===== src/rtl/noc_iob_bridge_pkg.sv =====
// Shared definitions for the NoC <-> I/O block bridge: header field
// positions, message types, inbound FSM states and tile addressing helpers.
package noc_iob_bridge_pkg;

    localparam int DST_Y_LSB = 56;
    localparam int DST_X_LSB = 48;
    localparam int LEN_LSB   = 22;
    localparam int TYPE_LSB  = 14;
    localparam int FIELD_W   = 8;

    localparam logic [7:0] MSG_TYPE_INTERRUPT = 8'h0A;

    typedef enum logic [1:0] {IDLE, BODY, FULL} in_state_e;

    // Column of a linear tile id in an x_tiles-wide grid.
    function automatic logic [7:0] tile_x(input logic [31:0] tile, input int x_tiles);
        logic [31:0] r;
        r = tile % 32'(x_tiles);
        return r[7:0];
    endfunction

    // Row of a linear tile id in an x_tiles-wide grid.
    function automatic logic [7:0] tile_y(input logic [31:0] tile, input int x_tiles);
        logic [31:0] q;
        q = tile / 32'(x_tiles);
        return q[7:0];
    endfunction

    // 64-bit header with every non-field bit zero.
    function automatic logic [63:0] make_hdr(input logic [7:0] dst_y, input logic [7:0] dst_x,
                                             input logic [7:0] len, input logic [7:0] typ);
        logic [63:0] h;
        h = '0;
        h[DST_Y_LSB +: FIELD_W] = dst_y;
        h[DST_X_LSB +: FIELD_W] = dst_x;
        h[LEN_LSB   +: FIELD_W] = len;
        h[TYPE_LSB  +: FIELD_W] = typ;
        return h;
    endfunction

endpackage


===== src/rtl/noc_iob_out_fifo.sv =====
// Outbound flit FIFO: up to two writes and one read per cycle, head shown
// combinationally (zero when empty).
module noc_iob_out_fifo #(
    parameter int FLIT_W    = 64,
    parameter int OUT_DEPTH = 8
) (
    input  logic                         clk,
    input  logic                         rst_n,
    input  logic                         push2,
    input  logic [FLIT_W-1:0]            wdata0,
    input  logic [FLIT_W-1:0]            wdata1,
    input  logic                         pop,
    output logic [FLIT_W-1:0]            rdata,
    output logic [$clog2(OUT_DEPTH):0]   count
);
    localparam int PTR_W = $clog2(OUT_DEPTH);
    localparam int CNT_W = PTR_W + 1;

    logic [FLIT_W-1:0] mem [OUT_DEPTH];
    logic [PTR_W-1:0]  wr_ptr, rd_ptr;
    logic              do_push, do_pop;

    // Local guards keep the FIFO safe even if a caller misbehaves.
    assign do_push = push2 && (count <= CNT_W'(OUT_DEPTH - 2));
    assign do_pop  = pop && (count != '0);
    assign rdata   = (count != '0) ? mem[rd_ptr] : '0;

    // Storage writes; pointers wrap naturally since OUT_DEPTH is a power of 2.
    always_ff @(posedge clk) begin
        if (do_push) begin
            mem[wr_ptr]               <= wdata0;
            mem[wr_ptr + PTR_W'(1)]   <= wdata1;
        end
    end

    // Pointer and occupancy update; push-2 with pop-1 nets +1.
    always_ff @(posedge clk) begin
        if (!rst_n) begin
            wr_ptr <= '0;
            rd_ptr <= '0;
            count  <= '0;
        end else begin
            if (do_push) wr_ptr <= wr_ptr + PTR_W'(2);
            if (do_pop)  rd_ptr <= rd_ptr + PTR_W'(1);
            count <= count + (do_push ? CNT_W'(2) : CNT_W'(0)) - (do_pop ? CNT_W'(1) : CNT_W'(0));
        end
    end

endmodule


===== src/rtl/noc_iob_bridge.sv =====
// NoC <-> I/O block bridge: assembles inbound NoC packets into a wide request
// and turns interrupt requests into two-flit outbound NoC messages.
module noc_iob_bridge
    import noc_iob_bridge_pkg::*;
#(
    parameter int FLIT_W    = 64,
    parameter int MAX_FLITS = 4,
    parameter int OUT_DEPTH = 8,
    parameter int X_TILES   = 8,
    parameter int Y_TILES   = 8
) (
    input  logic                          clk,
    input  logic                          rst_n,
    input  logic                          noc_in_val,
    output logic                          noc_in_rdy,
    input  logic [FLIT_W-1:0]             noc_in_data,
    output logic                          req_val,
    input  logic                          req_rdy,
    output logic [$clog2(MAX_FLITS):0]    req_len,
    output logic [MAX_FLITS*FLIT_W-1:0]   req_data,
    input  logic                          intr_val,
    output logic                          intr_rdy,
    input  logic [31:0]                   intr_tile,
    input  logic [63:0]                   intr_data,
    output logic                          noc_out_val,
    input  logic                          noc_out_rdy,
    output logic [FLIT_W-1:0]             noc_out_data,
    output logic [$clog2(OUT_DEPTH):0]    out_count,
    output logic                          err_oversize,
    output logic                          err_bad_tile
);
    localparam int NUM_TILES = X_TILES * Y_TILES;
    localparam int LEN_W     = $clog2(MAX_FLITS) + 1;
    localparam int CNT_W     = $clog2(OUT_DEPTH) + 1;

    in_state_e         state_q, state_d;
    logic [FLIT_W-1:0] slot_q [MAX_FLITS];
    logic [LEN_W-1:0]  stored_q;
    logic [7:0]        body_left_q;
    logic [7:0]        hdr_len;
    logic              in_xfer, intr_xfer, tile_ok, push2;
    logic [FLIT_W-1:0] intr_flit0, intr_flit1;
    logic              unused_intr_bits;

    // Outputs forced to their idle values while reset is asserted.
    assign noc_in_rdy  = !rst_n || (state_q != FULL);
    assign req_val     = rst_n && (state_q == FULL);
    assign req_len     = stored_q;
    assign in_xfer     = noc_in_val && noc_in_rdy;
    assign hdr_len     = noc_in_data[LEN_LSB +: FIELD_W];

    // Header at the top slot, unused slots already zero.
    always_comb begin
        req_data = '0;
        for (int i = 0; i < MAX_FLITS; i++)
            req_data[(MAX_FLITS-1-i)*FLIT_W +: FLIT_W] = slot_q[i];
    end

    // Inbound FSM state register.
    always_ff @(posedge clk) begin
        if (!rst_n) state_q <= IDLE;
        else        state_q <= state_d;
    end

    // Inbound FSM next state: FULL only after every announced body flit arrives.
    always_comb begin
        state_d = state_q;
        case (state_q)
            IDLE:    if (in_xfer) state_d = (hdr_len == '0) ? FULL : BODY;
            BODY:    if (in_xfer && body_left_q == 8'd1) state_d = FULL;
            FULL:    if (req_rdy) state_d = IDLE;
            default: state_d = IDLE;
        endcase
    end

    // Packet slots and counters; flits past the last slot are consumed but dropped.
    always_ff @(posedge clk) begin
        if (!rst_n) begin
            for (int i = 0; i < MAX_FLITS; i++) slot_q[i] <= '0;
            stored_q     <= '0;
            body_left_q  <= '0;
            err_oversize <= 1'b0;
        end else begin
            case (state_q)
                IDLE: if (in_xfer) begin
                    for (int i = 0; i < MAX_FLITS; i++) slot_q[i] <= (i == 0) ? noc_in_data : '0;
                    stored_q    <= LEN_W'(1);
                    body_left_q <= hdr_len;
                    if (hdr_len > 8'(MAX_FLITS - 1)) err_oversize <= 1'b1;
                end
                BODY: if (in_xfer) begin
                    if (stored_q < LEN_W'(MAX_FLITS)) begin
                        for (int i = 0; i < MAX_FLITS; i++)
                            if (LEN_W'(i) == stored_q) slot_q[i] <= noc_in_data;
                        stored_q <= stored_q + LEN_W'(1);
                    end
                    body_left_q <= body_left_q - 8'd1;
                end
                FULL: if (req_rdy) begin
                    for (int i = 0; i < MAX_FLITS; i++) slot_q[i] <= '0;
                    stored_q <= '0;
                end
                default: ;
            endcase
        end
    end

    // Interrupt side: accept only with room for both flits; bad tiles are dropped.
    assign intr_rdy   = !rst_n || (out_count <= CNT_W'(OUT_DEPTH - 2));
    assign intr_xfer  = rst_n && intr_val && intr_rdy;
    assign tile_ok    = intr_tile < 32'(NUM_TILES);
    assign push2      = intr_xfer && tile_ok;
    assign intr_flit0 = FLIT_W'(make_hdr(tile_y(intr_tile, X_TILES), tile_x(intr_tile, X_TILES),
                                         8'd1, MSG_TYPE_INTERRUPT));
    assign intr_flit1 = FLIT_W'({intr_data[63:16], 7'b0, intr_data[8:0]});
    assign unused_intr_bits = ^intr_data[15:9];

    // Sticky bad-tile flag.
    always_ff @(posedge clk) begin
        if (!rst_n)                    err_bad_tile <= 1'b0;
        else if (intr_xfer && !tile_ok) err_bad_tile <= 1'b1;
    end

    assign noc_out_val = rst_n && (out_count != '0);

    noc_iob_out_fifo #(
        .FLIT_W    (FLIT_W),
        .OUT_DEPTH (OUT_DEPTH)
    ) u_out_fifo (
        .clk    (clk),
        .rst_n  (rst_n),
        .push2  (push2),
        .wdata0 (intr_flit0),
        .wdata1 (intr_flit1),
        .pop    (noc_out_val && noc_out_rdy),
        .rdata  (noc_out_data),
        .count  (out_count)
    );

endmodule


===== config.mk =====
export PLATFORM = sky130hd
export DESIGN_NAME = noc_iob_bridge
export DESIGN_NICKNAME = d
export VERILOG_FILES = /design/src/rtl/noc_iob_bridge_pkg.sv /design/src/rtl/noc_iob_out_fifo.sv /design/src/rtl/noc_iob_bridge.sv
export SDC_FILE = /design/constraint.sdc
export NUM_CORES = 1
export LEC_CHECK = 0
export CAP_MARGIN = 5
export CORE_MARGIN = 2
export CORE_UTILIZATION = 55
export CTS_BUF_LIST = sky130_fd_sc_hd__clkbuf_8
export DETAILED_ROUTE_END_ITERATION = 16
export GPL_ROUTABILITY_DRIVEN = 0
export HOLD_SLACK_MARGIN = 0.02
export MAX_ROUTING_LAYER = met4
export PLACE_DENSITY = 0.91
export SLEW_MARGIN = 0
export SYNTH_ARGS = -nofsm -noshare
export SYNTH_HDL_FRONTEND = slang
export SYNTH_SLANG_ARGS = --single-unit

===== constraint.sdc =====
create_clock -name clk -period 11.9 [get_ports clk]
set_input_delay 2.38 -clock clk [delete_from_list [all_inputs] [get_ports clk]]
set_output_delay 2.38 -clock clk [all_outputs]
set_load 0.03 [all_outputs]

# After elaboration in Yosys (flattened, before gate mapping)
# Memory sizes are Yosys's and may differ from the RTL's. A register that Yosys moved wholly into a read port is not among the register bits.
# Index checks and enable logic that the tools add are counted.
totals:
  register_bits: 25
  latchBits: 0
  mem_bits_rw: 720
  rom_bits: 0
  out_inout_bits: 333
  elab_cells: 135
  n_memories: 2
memory_table:
  columns: ["memory", "depth", "width", "rd", "rd_clocked_by_memory_dff", "write_ports", "line_no", "rtl"]
  rows:
  - ["u_out_fifo.mem", 8, 58, 1, 1, 2, "noc_iob_out_fifo.sv:19", "logic [FLIT_W-1:0] mem [OUT_DEPTH];"]
  - ["slot_q", 4, 64, 4, 0, 4, "noc_iob_bridge.sv:37", "logic [FLIT_W-1:0] slot_q [MAX_FLITS];"]
classes:
  n_addsub: 7
  mul: 0
  div: 0
  magnitude_cmp: 4
  n_eq_ne: 12
  n_shift: 0
  mux: 65
  bitwise_logic: 12
  reduce_logical: 25
ops:
  columns: ["operator", "n"]
  rows:
  - ["64-bit 2-to-1 mux", 13]
  - ["1-bit 2-to-1 mux", 36]
  - ["32-bit by 7-bit < comparator with 1-bit output (second input constant)", 1]
  - ["3-bit 2-to-1 mux", 6]
  - ["8-bit 2-to-1 mux", 2]
  - ["8-bit one-hot mux with 2 select lines", 1]
  - ["2-bit inequality test (second input constant)", 6]
  - ["1-bit OR", 12]
  - ["1-bit logical AND", 11]
  - ["2-bit 2-to-1 mux", 5]
  - ["3-bit by 1-bit adder with 3-bit output (second input constant)", 3]
  - ["3-bit one-hot mux with 3 select lines", 1]
  - ["3-bit AND reduction", 3]
  - ["8-bit by 1-bit == test with 1-bit output (second input constant)", 1]
  - ["8-bit by 2-bit greater-than comparator with 1-bit output (second input constant)", 1]
  - ["8-bit zero test", 1]
  - ["8-bit by 1-bit subtractor with 8-bit output (second input constant)", 1]
  - ["2-bit by 3-bit == test with 1-bit output (first input constant)", 2]
  - ["2-bit one-hot mux with 3 select lines", 1]
  - ["5-bit AND reduction", 1]
  - ["4-bit adder", 1]
  - ["4-bit by 3-bit less-or-equal comparator with 1-bit output (second input constant)", 1]
  - ["4-bit nonzero test", 1]
  - ["4-bit subtractor", 1]
  - ["other kinds (11)", 13]

# Depth between registers and ports, before layout
depth:
  depth_word: 10
  mapped_depth: 13

# Cells and area by module
# A second synthesis with hierarchy kept.
unflattened:
  cells_unflattened: 1673
  area_unflattened_um2: 29986.3
modules_own_cells:
  columns: ["mod", "instances", "cells_each", "area_each_um2"]
  rows:
  - ["noc_iob_out_fifo", 1, 813, 19885.3]
  - ["noc_iob_bridge", 1, 860, 10100.9]

# Worst setup path after synthesis
# OpenSTA, ideal clock, no wires.
synth_timing:
  kind: "input -> register"
  start: "in rst_n"
  end: "mem slot_q[1][0], enable pin"
  setup_time_ps: 524
  arrival_ps: 6135
  required_time_ps: 11376
  slack_ps: 5241
  cell_stages: 5
  n_path_buf: 2
  path_cell_list: "nand3b_2 nor2_1 buf_2 buf_2 a31oi_1"
synth_lines:
  columns: ["element", "line_no", "rtl"]
  rows:
  - ["from (decl)", "noc_iob_bridge.sv:13", "input logic rst_n,"]
  - ["to (decl)", "noc_iob_bridge.sv:37", null]

# Worst setup path after layout
layout_timing:
  start: "in rst_n"
  end: "out noc_out_val"
layout_via:
  elab_chain_len: 1
layout_lines:
  columns: ["element", "line_no", "rtl"]
  rows:
  - ["1-bit logical AND", "noc_iob_bridge.sv:124", "assign noc_out_val = rst_n && (out_count != '0);"]
  - ["to (decl)", "noc_iob_bridge.sv:25", "output logic noc_out_val,"]
# No other way between the ends.

==> metrics <==
Crit Path Category primary input to primary output; Global Route Usage Sum 31.5%; ys async rst share 0%; Die Area just under 0.04 mm2; PwrDens between 150 and 200 mW/mm2; DR iter-0 viols approximately 1300; CTS Buf Count 86; largest family of logic cells by synthesized area simple AND/OR/NAND/NOR gates; dpl hpwl between 30 and 40 mm; Worst Path Arrival 4.46 ns; Setup TNS Final 0 ns; number of global-route vias before repair approximately 15000; Stages on worst setup path 5; Final Skew 0.0265 ns; final wirelength 61.0 mm; Hold Crit Class flop to flop; routed vias/inst about 6; library cells used by synthesis 56; Pleak about 9.7 nW; via count 14300; critical path cell sequence clkdlybuf4s50_1, buf_4, inv_1, nor2_1, clkdlybuf4s50_1; post-CTS setup buffer count 0; IO Count between 400 and 500; largest net degree at the start of global routing 70; post-layout min period between 6 and 7 ns; initial antenna violation count 3; Syn Inst Count roughly 1400; Clock Sinks around 560; grt ovf 0; FF-to-FF setup slack ~8.3 ns; Setup crit end kind primary output; Longest Clk Path Bufs 3; Hold Path Depth 2; synthesized area around 0.021 mm2; Peak VDD IR between 200 and 250 uV; Max Slew Vio Count 0; Final Net Count 2056; Worst-path clk slew roughly 0.060 ns; most numerous cell in the Yosys netlist edfxtp_1; slowest cell delay on critical path roughly 0.70 ns; measured slew at the worst slew-check pin 1.12 ns; Finish-stage setup viols 0; DRC viols 0; Placeable Area roughly 0.038 mm2; area leader, netlist edfxtp_1; worst path bufs/invs 4; flops & latches, synth 555; first-pass GRT wire length ~90 mm; DRT antenna net count 0; routed len/inst approximately 25 um; FF-to-FF path depth 11; CP max-delay cell clkdlybuf4s50_1; Fmax between 100 and 150 MHz; total chip power around 5.5 mW; Port Buffers between 400 and 500; RSZ-0062 raised after global routing false; worst-path fanout max 25; synthesis-to-finish area growth 32.9%; Resize count post-CTS 0; Tcrit/Tclk final a little under three fifths; Rel. slew slack 25.6%; root buf cell clkbuf_8; CTS tree yes; Die Wd roughly 200 um; CTS H-tree depth 3; syn_area_per_cell 15.4 um2; Die Y roughly 200 um; post-synthesis xor/xnor area fraction 0.125%; Synth Flop Type edfxtp_1; First-pass DRT Iterations 6; complex-gate fraction of the synthesized area slightly below 6%; post-synthesis simple-gate area fraction slightly below 10%; Max-cap violations 0; clock latency on the worst-skew pair 0.66 ns; Cell Rows around 70; number of synthesized flops with an enable pin 400; fill count ~2100; Post-synth top cells 400 x edfxtp_1, 155 x dfxtp_1, 145 x nand2_1; share of layout cells above drive strength 1 approximately an eighth; Yosys top cell area share 57.2%; most used cell along the critical path clkdlybuf4s50_1; Final Hold Viols 0; cell family with most CP delay buffers and inverters; hold buffer count at CTS 0; multiplexer area fraction after synthesis under 10%; Ys Warns 0; Synth area leaders edfxtp_1 57%, dfxtp_1 15%, mux4_2 7.3%; Initial Util 55.8%; adder-cell area share of the yosys netlist approximately 1.3%; CP Launch Type primary input; CP Data Required Time about 9.5 ns; register area share after synthesis between 70 and 80%; run status finished clean
==> kinds of logic after synthesis <==
family | Yosys count
adders and majority gates | 22
AOI/OAI and AO/OA | 180
other | 1
xor gates and xnor gates | 3
and+or+nand+nor | 400
muxes | 86
buffers and inverters | 116
DFF | 555
==> layout by cell type (no fill, tap or decap), types with 9 or more instances in the layout <==
cell             count
ha_1                21
a22o_1              65
nand3_1              9
buf_4               18
dfxtp_1            152
clkdlybuf4s50_1    485
clkbuf_8            97
edfxtp_1           400
a21oi_1             82
and3_1              45
nand2_1            144
clkinv_2            11
nor2b_1             65
mux2i_1             17
nor2_1              38
mux4_2              68
inv_1               52
and2_1              67
clkinv_1            14
==> worst reg2reg max path: cells and delay by family, from the launching register on <==
family	cells	cell delay [ns]
xor+xnor	1	0.24
fa+ha+maj	4	1.08
buf+inv	2	0.18
flops	1	0.44
simple gates	4	1.48
==> through the flow <==
step / setup WS, ns / utilization, % / instances / instance area [um2] / hold slack [ns]
2_1_floorplan: 5.24 / - / 1368 / 21000 / 0.428
3_3_place_gp: 5.13 / 69.7 / 2291 / 26200 / 0.440
6_report: 5.06 / 74.1 / 2453 / 27900 / 0.454
4_1_cts: 5.05 / 74.1 / 2449 / 27900 / 0.455
3_5_place_dp: 5.13 / 69.7 / 2291 / 26200 / 0.442
5_1_grt: 4.98 / 74.1 / 2452 / 27900 / 0.471
==> sequential cells by signal, summed over array words and instances, names as in the netlist, named ones only <==
register / flops
u_out_fifo.wr_ptr: 2
u_out_fifo.count: 4
err_bad_tile: 1
err_oversize: 1
u_out_fifo.mem: 272
body_left_q: 8
req_len: 3
slot_q: 256
u_out_fifo.rd_ptr: 3
state_q: 2
==> power by group <==
part	total [mW]	internal [mW]	leakage, nW	switching, mW
clock network	1.55	0.797	0.963	0.751
registers	2.36	2.28	5.08	0.0742
logic	1.57	0.580	3.69	0.988
total	5.47	3.66	9.74	1.81
==> path summary, 6_finish.rpt <==
check,start,end
max,rst_n,noc_out_val
min,slot_q[3][0]$_SDFFE_PP0P_,slot_q[3][0]$_SDFFE_PP0P_
max reg2reg,u_out_fifo.count[2]$_SDFF_PN0_,u_out_fifo.count[3]$_SDFF_PN0_
min reg2reg,slot_q[3][0]$_SDFFE_PP0P_,slot_q[3][0]$_SDFFE_PP0P_
==> layer usage <==
| metal | vias up | part of all wire [%] | GRT usage, % |
|---|---|---|---|
| met4 | 0 | 5.1 | 15.9 |
| met3 | 184 | 11 | 10.2 |
| li1 | 6093 | - | - |
| met1 | 7096 | 34 | 35.2 |
| met2 | 918 | 50 | 51.2 |
| met5 | - | 0 | - |
==> cell type report <==
| cell class | instances | area, um2 | area share [%] |
|---|---|---|---|
| flip-flops and latches | 555 | 15100 | 54.2 |
| multi-input cells | 697 | 5390 | 19.3 |
| repair buffers | 503 | 4990 | 17.9 |
| clock buffers | 97 | 1340 | 4.78 |
| well taps | 511 | 639 | 2.29 |
| clock inverters | 61 | 330 | 1.18 |
| inverters | 25 | 93.8 | 0.336 |
| diodes | 4 | 10.0 | 0.0359 |
Note: power is estimated with default switching activity, not from simulation.
